## src/rtl/cpu_pkg.sv

```systemverilog
// Shared rename-stage constants: physical/architectural register counts and the physical tag type.
package cpu_pkg;
    localparam int NUM_PHYS_REGS = 64;
    localparam int NUM_ARCH_REGS = 32;
    localparam int PREG_W        = $clog2(NUM_PHYS_REGS);

    typedef logic [PREG_W-1:0] ptag_t;
endpackage

```

## src/rtl/phys_reg_allocator_tag_fifo.sv

```systemverilog
// tag_fifo: circular buffer of free physical tags with show-ahead head data and registered count/empty.
// Reset contents are BASE, BASE+1, ... BASE+DEPTH-1 (full, head == tail == 0).
module tag_fifo #(
    parameter int DEPTH = 32,
    parameter int W     = 6,
    parameter int CNT_W = 7,
    parameter int BASE  = 32
) (
    input  logic             clk,
    input  logic             reset_n,
    input  logic             push,
    input  logic [W-1:0]     push_data,
    input  logic             pop,
    output logic [W-1:0]     head_data,
    output logic [CNT_W-1:0] count,
    output logic             empty
);
    localparam int PW = $clog2(DEPTH);

    logic [W-1:0]     mem [DEPTH];
    logic [PW-1:0]    head;
    logic [PW-1:0]    tail;
    logic [CNT_W-1:0] count_next;

    assign head_data = mem[head];

    always_comb begin
        count_next = count;
        case ({push, pop})
            2'b10:   count_next = count + 1'b1;
            2'b01:   count_next = count - 1'b1;
            default: count_next = count;
        endcase
    end

    always_ff @(posedge clk or negedge reset_n) begin
        if (!reset_n) begin
            for (int i = 0; i < DEPTH; i++) begin
                mem[i] <= W'(BASE + i);
            end
            head  <= '0;
            tail  <= '0;
            count <= CNT_W'(DEPTH);
            empty <= 1'b0;
        end else begin
            if (push) begin
                mem[tail] <= push_data;
                tail      <= (tail == PW'(DEPTH - 1)) ? '0 : tail + 1'b1;
            end
            if (pop) begin
                head <= (head == PW'(DEPTH - 1)) ? '0 : head + 1'b1;
            end
            count <= count_next;
            empty <= (count_next == '0);
        end
    end
endmodule

```

## src/rtl/phys_reg_allocator.sv

```systemverilog
// Free physical tag pool for rename: show-ahead grant from a tag FIFO, free bitmap for release checking.
// Optional FREELIST_BYPASS_EN: when empty, a legal release is forwarded straight to a pending alloc.
module phys_reg_allocator
    import cpu_pkg::*;
#(
    parameter int NUM_PHYS = NUM_PHYS_REGS,
    parameter int NUM_ARCH = NUM_ARCH_REGS,
    parameter int TAG_W    = PREG_W
) (
    input  logic             clk,
    input  logic             reset_n,
    input  logic             alloc_req,
    output logic             alloc_grant,
    output logic [TAG_W-1:0] alloc_tag,
    input  logic             release_valid,
    input  logic [TAG_W-1:0] release_tag,
    output logic             empty,
    output logic [TAG_W:0]   free_count,
    output logic             err_release
);
    localparam int DEPTH = NUM_PHYS - NUM_ARCH;
    localparam int CNT_W = TAG_W + 1;

    logic [NUM_PHYS-1:0] free_map;
    logic [TAG_W-1:0]    head_tag;
    logic                rel_nonzero;
    logic                rel_legal;
    logic                rel_illegal;
    logic                bypass;
    logic                push;
    logic                pop;

    tag_fifo #(
        .DEPTH (DEPTH),
        .W     (TAG_W),
        .CNT_W (CNT_W),
        .BASE  (NUM_ARCH)
    ) u_tag_fifo (
        .clk       (clk),
        .reset_n   (reset_n),
        .push      (push),
        .push_data (release_tag),
        .pop       (pop),
        .head_data (head_tag),
        .count     (free_count),
        .empty     (empty)
    );

    // p0 backs x0 and is never returned, so a p0 release is neither legal nor an error.
    assign rel_nonzero = release_valid && (release_tag != '0);
    assign rel_legal   = rel_nonzero && !free_map[release_tag] && (free_count < CNT_W'(DEPTH));
    assign rel_illegal = rel_nonzero && (free_map[release_tag] || (free_count == CNT_W'(DEPTH)));

`ifdef FREELIST_BYPASS_EN
    assign bypass = empty && alloc_req && rel_legal;
`else
    assign bypass = 1'b0;
`endif

    assign pop         = alloc_req && !empty;
    assign push        = rel_legal && !bypass;
    assign alloc_grant = pop || bypass;
    assign alloc_tag   = bypass ? release_tag : head_tag;

    // Popped and pushed tags never collide: one is free, the other is in use.
    always_ff @(posedge clk or negedge reset_n) begin
        if (!reset_n) begin
            for (int i = 0; i < NUM_PHYS; i++) begin
                free_map[i] <= (i >= NUM_ARCH);
            end
            err_release <= 1'b0;
        end else begin
            if (pop) begin
                free_map[head_tag] <= 1'b0;
            end
            if (push) begin
                free_map[release_tag] <= 1'b1;
            end
            if (rel_illegal) begin
                err_release <= 1'b1;
            end
        end
    end
endmodule

```

## config.mk

```make
export PLATFORM = sky130hd
export DESIGN_NAME = phys_reg_allocator
export DESIGN_NICKNAME = d
export VERILOG_FILES = /design/src/rtl/cpu_pkg.sv /design/src/rtl/phys_reg_allocator_tag_fifo.sv /design/src/rtl/phys_reg_allocator.sv
export SDC_FILE = /design/constraint.sdc
export NUM_CORES = 1
export LEC_CHECK = 0
export BUFFER_PORTS_ARGS = -buffer_cell sky130_fd_sc_hd__buf_4
export CAP_MARGIN = 25
export CORE_MARGIN = 3
export CORE_UTILIZATION = 60
export DETAILED_ROUTE_END_ITERATION = 8
export HOLD_SLACK_MARGIN = 0.03
export PLACE_DENSITY = 0.79
export SLEW_MARGIN = 20
export SYNTH_ARGS = -nofsm -noshare
export SYNTH_HDL_FRONTEND = slang
export SYNTH_HIERARCHICAL = 1
export SYNTH_SLANG_ARGS = --single-unit
```

## constraint.sdc

```tcl
create_clock -name clk -period 4.9 [get_ports clk]
set_clock_uncertainty 0.2 [all_clocks]
set_input_delay 0.245 -clock clk [delete_from_list [all_inputs] [get_ports clk]]
set_output_delay 0.245 -clock clk [all_outputs]
set_load 0.02 [all_outputs]
```

* Word-level counts from Yosys, hierarchy flattened
Index checks and enable logic that the tools add are counted.
Storage, ports and cells: bits of input ports 10, word-level logic and storage cells 90, register bits after elaboration 275, output and inout bits 16
Cells by class: mux-type cells 17, bitwise logic cells 5, add/subtract/negate cells 4, reduce and logical (&&, ||, !) cells 13, order comparisons 8, eq/ne operators 5
Operator list (count):
- bitwise mux 192 bit | 1
- two-way mux 64 bit | 2
- bitwise AND 64 bit | 1
- inverter 64 bit | 1
- bitwise OR 64 bit | 1
- binary-select mux 6 bit (select 5 bit) | 1
- demux 6 bit (select 5 bit) | 1
- two-way mux 6 bit | 3
- < comparator 6 x 7 -> 1 bit, second input constant | 2
- one-hot mux 7 bit (2 select lines) | 1
- demux 1 bit (select 6 bit) | 2
- >= comparator 6 x 1 -> 1 bit, second input constant | 2
- >= comparator 6 bit, second input constant | 2
- inverter 5 -> 6 bit | 2
- adder 5 x 1 -> 5 bit, second input constant | 2
- == test 5 bit, second input constant | 2
- two-way mux 5 bit | 2
- logical AND 1 bit | 8
- adder 7 x 1 -> 7 bit, second input constant | 1
- == test 7 x 6 -> 1 bit, second input constant | 1
- logical NOT 7 bit | 1
- < comparator 7 x 6 -> 1 bit, second input constant | 1
- subtractor 7 x 1 -> 7 bit, second input constant | 1
- binary-select mux 1 bit (select 6 bit) | 1
- 7 further kinds | 10

* Depth between registers and ports, before layout
depth after elaboration 13, gate-level depth with buffers 22, gate-level depth less buffers 15

* Cells and area by module
The synthesis kept the hierarchy.
By module, submodules not included:
- tag_fifo | seq. area each 5396.4 µm², times used 1, area each 10144.7 µm², cells an instance 678
- phys_reg_allocator | seq. area each 1666.6 µm², times used 1, area each 3797.4 µm², cells an instance 406

* Worst setup path after synthesis
OpenSTA, ideal clock, no wires.
kind input -> register, start input release_tag[0], end register u_tag_fifo.empty, required time 4.595 ns, setup time 0.105 ns, path buffers 7, arrival 3.989 ns, stages 22, path slack 0.606 ns, path through buf_2 buf_4 mux2i_1 a22oi_1 nand3_1 and4_1 nand3_4 buf_6 inv_1 clkbuf_1 buf_2 inv_1 ha_1 clkbuf_1 buf_2 xor2_1 ha_1 nand2_1 a21o_1 o31a_1 nor4_1 nor4b_1
Between the ends: longest elaborated chain between the ends 8, elaborated cells between the ends (all ways) 11, classes of those cells eq/ne (2); mux (3); reduce/logical (6)
Ends and longest elaborated chain:
- start: declaration | line phys_reg_allocator.sv:16 | input logic [TAG_W-1:0] release_tag,
- binary-select mux 1 bit (select 6 bit) | line phys_reg_allocator.sv:51 | assign rel_legal = rel_nonzero && !free_map[release_tag] && (free_count < CNT_W'(DEPTH));
- two-way mux 1 bit (not written as such) | line phys_reg_allocator.sv:51
- logical NOT 1 bit | line phys_reg_allocator.sv:51
- logical AND 1 bit (*) (2 in a row) | line phys_reg_allocator.sv:51
- via push | line phys_reg_allocator.sv:30 | logic push;
- == test 2 x 1 -> 1 bit or == test 2 bit (tied branches) | line phys_reg_allocator_tag_fifo.sv:29 | case ({push, pop})
- one-hot mux 7 bit (2 select lines) (*) | line phys_reg_allocator_tag_fifo.sv:29
- logical NOT 7 bit (*) | line phys_reg_allocator_tag_fifo.sv:54 | empty <= (count_next == '0);
- end signal: assignment | line phys_reg_allocator_tag_fifo.sv:54
- end: declaration | line phys_reg_allocator_tag_fifo.sv:16 | output logic empty
The timed path passes the listed nets; every way through them passes the cells marked *. The select of a mux whose other input is x is not followed. A chain may end at the register's enable or synchronous reset.

* Worst setup path in the final report
start input release_tag[1], end register u_tag_fifo.empty
Same word-level chain as after synthesis.

==> metrics.txt <==
outcome=finished clean; setup violators final=0; Syn. warnings=6; core area=0.02271 mm²; CP peak stage delay=0.64 ns; Post-synth EDFFs=0; via count=8890; Fillers=1588; largest area contributor in the netlist=dfstp_2; Reg-to-Reg End=free_map[6]; Worst-Skew Late Latency=0.55 ns; Seq/Total Area, Yosys=50.66%; grt met3 use=4.213%; height of the die=158.4 µm; DRT Wirelength=31570 µm; CP max-delay cell=nor2b_1; Die Wd=158.4 µm; port buffer count=25; clock root cell=clkbuf_16; #FFs+latches synth=275; share of the synthesized area in the top cell type=27.33%; post-synthesis cell count=1084; hold path depth=2; first-pass GRT wire length=51080 µm; RR Startpoint=u_tag_fifo/head[0]; Post-synth ARST share=100.0%; Netlist cell types=56; Max Fclk=0.2298 GHz; crit-path cells=dlygate4sd3_1 -> buf_4 -> nor2b_1 -> a22oi_1 -> nand3_1 -> and4_1 -> nand3_4 -> inv_1 -> inv_1 -> ha_1 -> buf_4 -> xor2_1 -> ha_1 -> nand2_1 -> a21o_1 -> o31a_1 -> nor4_1 -> nor4b_1; post-CTS setup buffers=0; CTS Hold Bufs=3; r2r worst-path depth=8; Clock Sinks=275; GRT overflow=0; Tot Pwr=7.517 mW; LEAKAGE=6.280 nW; total CTS buffers=29; DRC viols=0; met1 GRT Util=36.88%; dpl hpwl=19690 µm; syn_area_per_cell=12.86 µm²; most numerous cell in the Yosys netlist=mux2_2; Max IR drop VDD=0.2640 mV; part of the cycle the worst path needs=88.80%; met2 GRT Util=41.81%; synth top area cells=dfstp_2 27%, dfrtp_1 23%, mux2_2 15%; PD cells=494.7 mW/mm²; total iterations of the first detailed-routing run=5; WP data arrival=4.59 ns; unrepaired setup endpoints after global routing=false; gr usage total=25.97%; Register Area=0.007068 mm²; post-CTS resize count=0; largest net degree at the start of global routing=120; Initial Util=61.39%; element type at the critical path end=flop; fin nets=1090; MaxCap Viol Count=0; Final Slew Violations=0; Slew headroom=31.81%; CP Max Fanout=17; Min-Delay Endpoint=u_tag_fifo/mem[146]; syn_nets=1104; vias in the first global route=9120; hold_sp=release_tag[2]; Initial DRC Count=950; min-delay worst type=input port to flop; CP Class=input port to flop; I/O Pins=26; area of the multi-input gates=0.006446 mm²; Least-Margin Pin Slew=1.021 ns; most used routing layer=met2; n_diodes=0; min cycle time layout=4.351 ns; post-route ant nets=0; initial antenna violation count=0; CTS max path bufs=3; routed wire length per instance=22.91 µm; Post-synth top flop=dfstp_2; r2r setup slk=1.02 ns; final hold vios=0; Row Count=55; setup TNS=0 ns; Post-Syn Area=0.01394 mm²; routability cong.=0.8947; top cells by count, synth=191 x mux2_2, 145 x dfstp_2, 130 x dfrtp_1; Worst-path clk slew=0.06 ns; layout cells sized above 1=49.50%; Die ar.=0.02510 mm²; clock tree from TritonCTS=done; htree depth=1; routed vias/inst=6.451; crit start category=input port; Layout area overhead=8.983%; Worst EP required=5.14 ns
where the power goes:
part	switching (mW)	internal, mW
clock network	0.879	1.33
logic	1.05	0.952
registers	0.444	2.86
total	2.38	5.14
placed cells by master (no fill, tap or decap), types with 4 or more instances in the layout:
cell type and instances:
mux2_2 191, dfstp_2 145, dfrtp_1 128, nand2_1 107, o21ai_0 75, mux4_2 60, o21ai_2 50, mux2i_1 33
buf_4 32, clkbuf_16 29, nor2_1 28, nand3_1 22, a22oi_1 17, clkbuf_1 14, nor2b_1 10, ha_1 10
o21ai_1 9, nor3_2 8, nand2b_1 8, nand4_1 7, inv_1 6, nand3b_1 6, and2_1 5, and3_1 5
nor3_1 5, a21oi_1 5, clkbuf_8 5, mux2_1 5, or3_1 4, o211ai_1 4
worst max-delay path by stage:
stage,end,slack [ns],start
after floorplan,u_tag_fifo/empty,0.61,release_tag[0]
after global placement,u_tag_fifo/empty,0.72,release_tag[2]
after detailed placement,u_tag_fifo/empty,0.56,release_tag[2]
after CTS,u_tag_fifo/empty,0.62,release_tag[1]
after global routing,u_tag_fifo/empty,0.24,release_tag[1]
final,u_tag_fifo/empty,0.55,release_tag[1]
logic make-up after synthesis:
| logic type | synth area share (%) |
|---|---|
| xor gates and xnor gates | 0.3142 |
| DFF | 50.66 |
| muxes | 27.89 |
| and+or+nand+nor | 8.660 |
| adders and majority gates | 0.8974 |
| buffers and inverters | 3.105 |
| AOI/OAI and AO/OA | 8.472 |
cell type report:
cell class                 instances  share of cell area [%]
clock buffer                      48                   5.575
multi-input combinational        719                   42.42
sequential                       275                   46.52
clock inverter                     6                  0.7164
timing repair buffer              39                   2.273
inverter                           6                  0.1482
tap                              285                   2.347
per-layer routing:
metal	up-vias	part of all wire, %
met5	-	0
met4	0	3.3
met3	70	6.0
met2	318	48
met1	4557	43
li1	3945	-
state kept, by name, summed over array words and instances, names as in the netlist:
name and flops:
u_tag_fifo/empty 1, u_tag_fifo/head 5, err_release 1, u_tag_fifo/mem 192, free_map 64, u_tag_fifo/count 7
u_tag_fifo/tail 5
critical path, delay by kind of cell:
| family | cells | cell delay, ns |
|---|---|---|
| adder cells (fa/ha/maj) | 2 | 0.46 |
| XOR/XNOR | 1 | 0.17 |
| AND/OR/NAND/NOR | 7 | 1.87 |
| AO/OA/AOI/OAI | 3 | 0.70 |
| buffers and inverters | 5 | 1.14 |
through the flow:
step           cells  cell area [µm²]  util (%)  hold slack [ns]  worst slack [ns]
6_report        1378            15190     66.91          0.05629            0.5486
5_1_grt         1378            15190     66.91          0.06183            0.2407
4_1_cts         1378            15190     66.91          0.04314            0.6210
3_5_place_dp    1321            14210     62.57           0.1471            0.5596
3_3_place_gp    1321            14210     62.57           0.1515            0.7225
2_1_floorplan   1084            13940         -          -0.2506            0.6058
No activity file was read; power rests on OpenSTA's default activity.
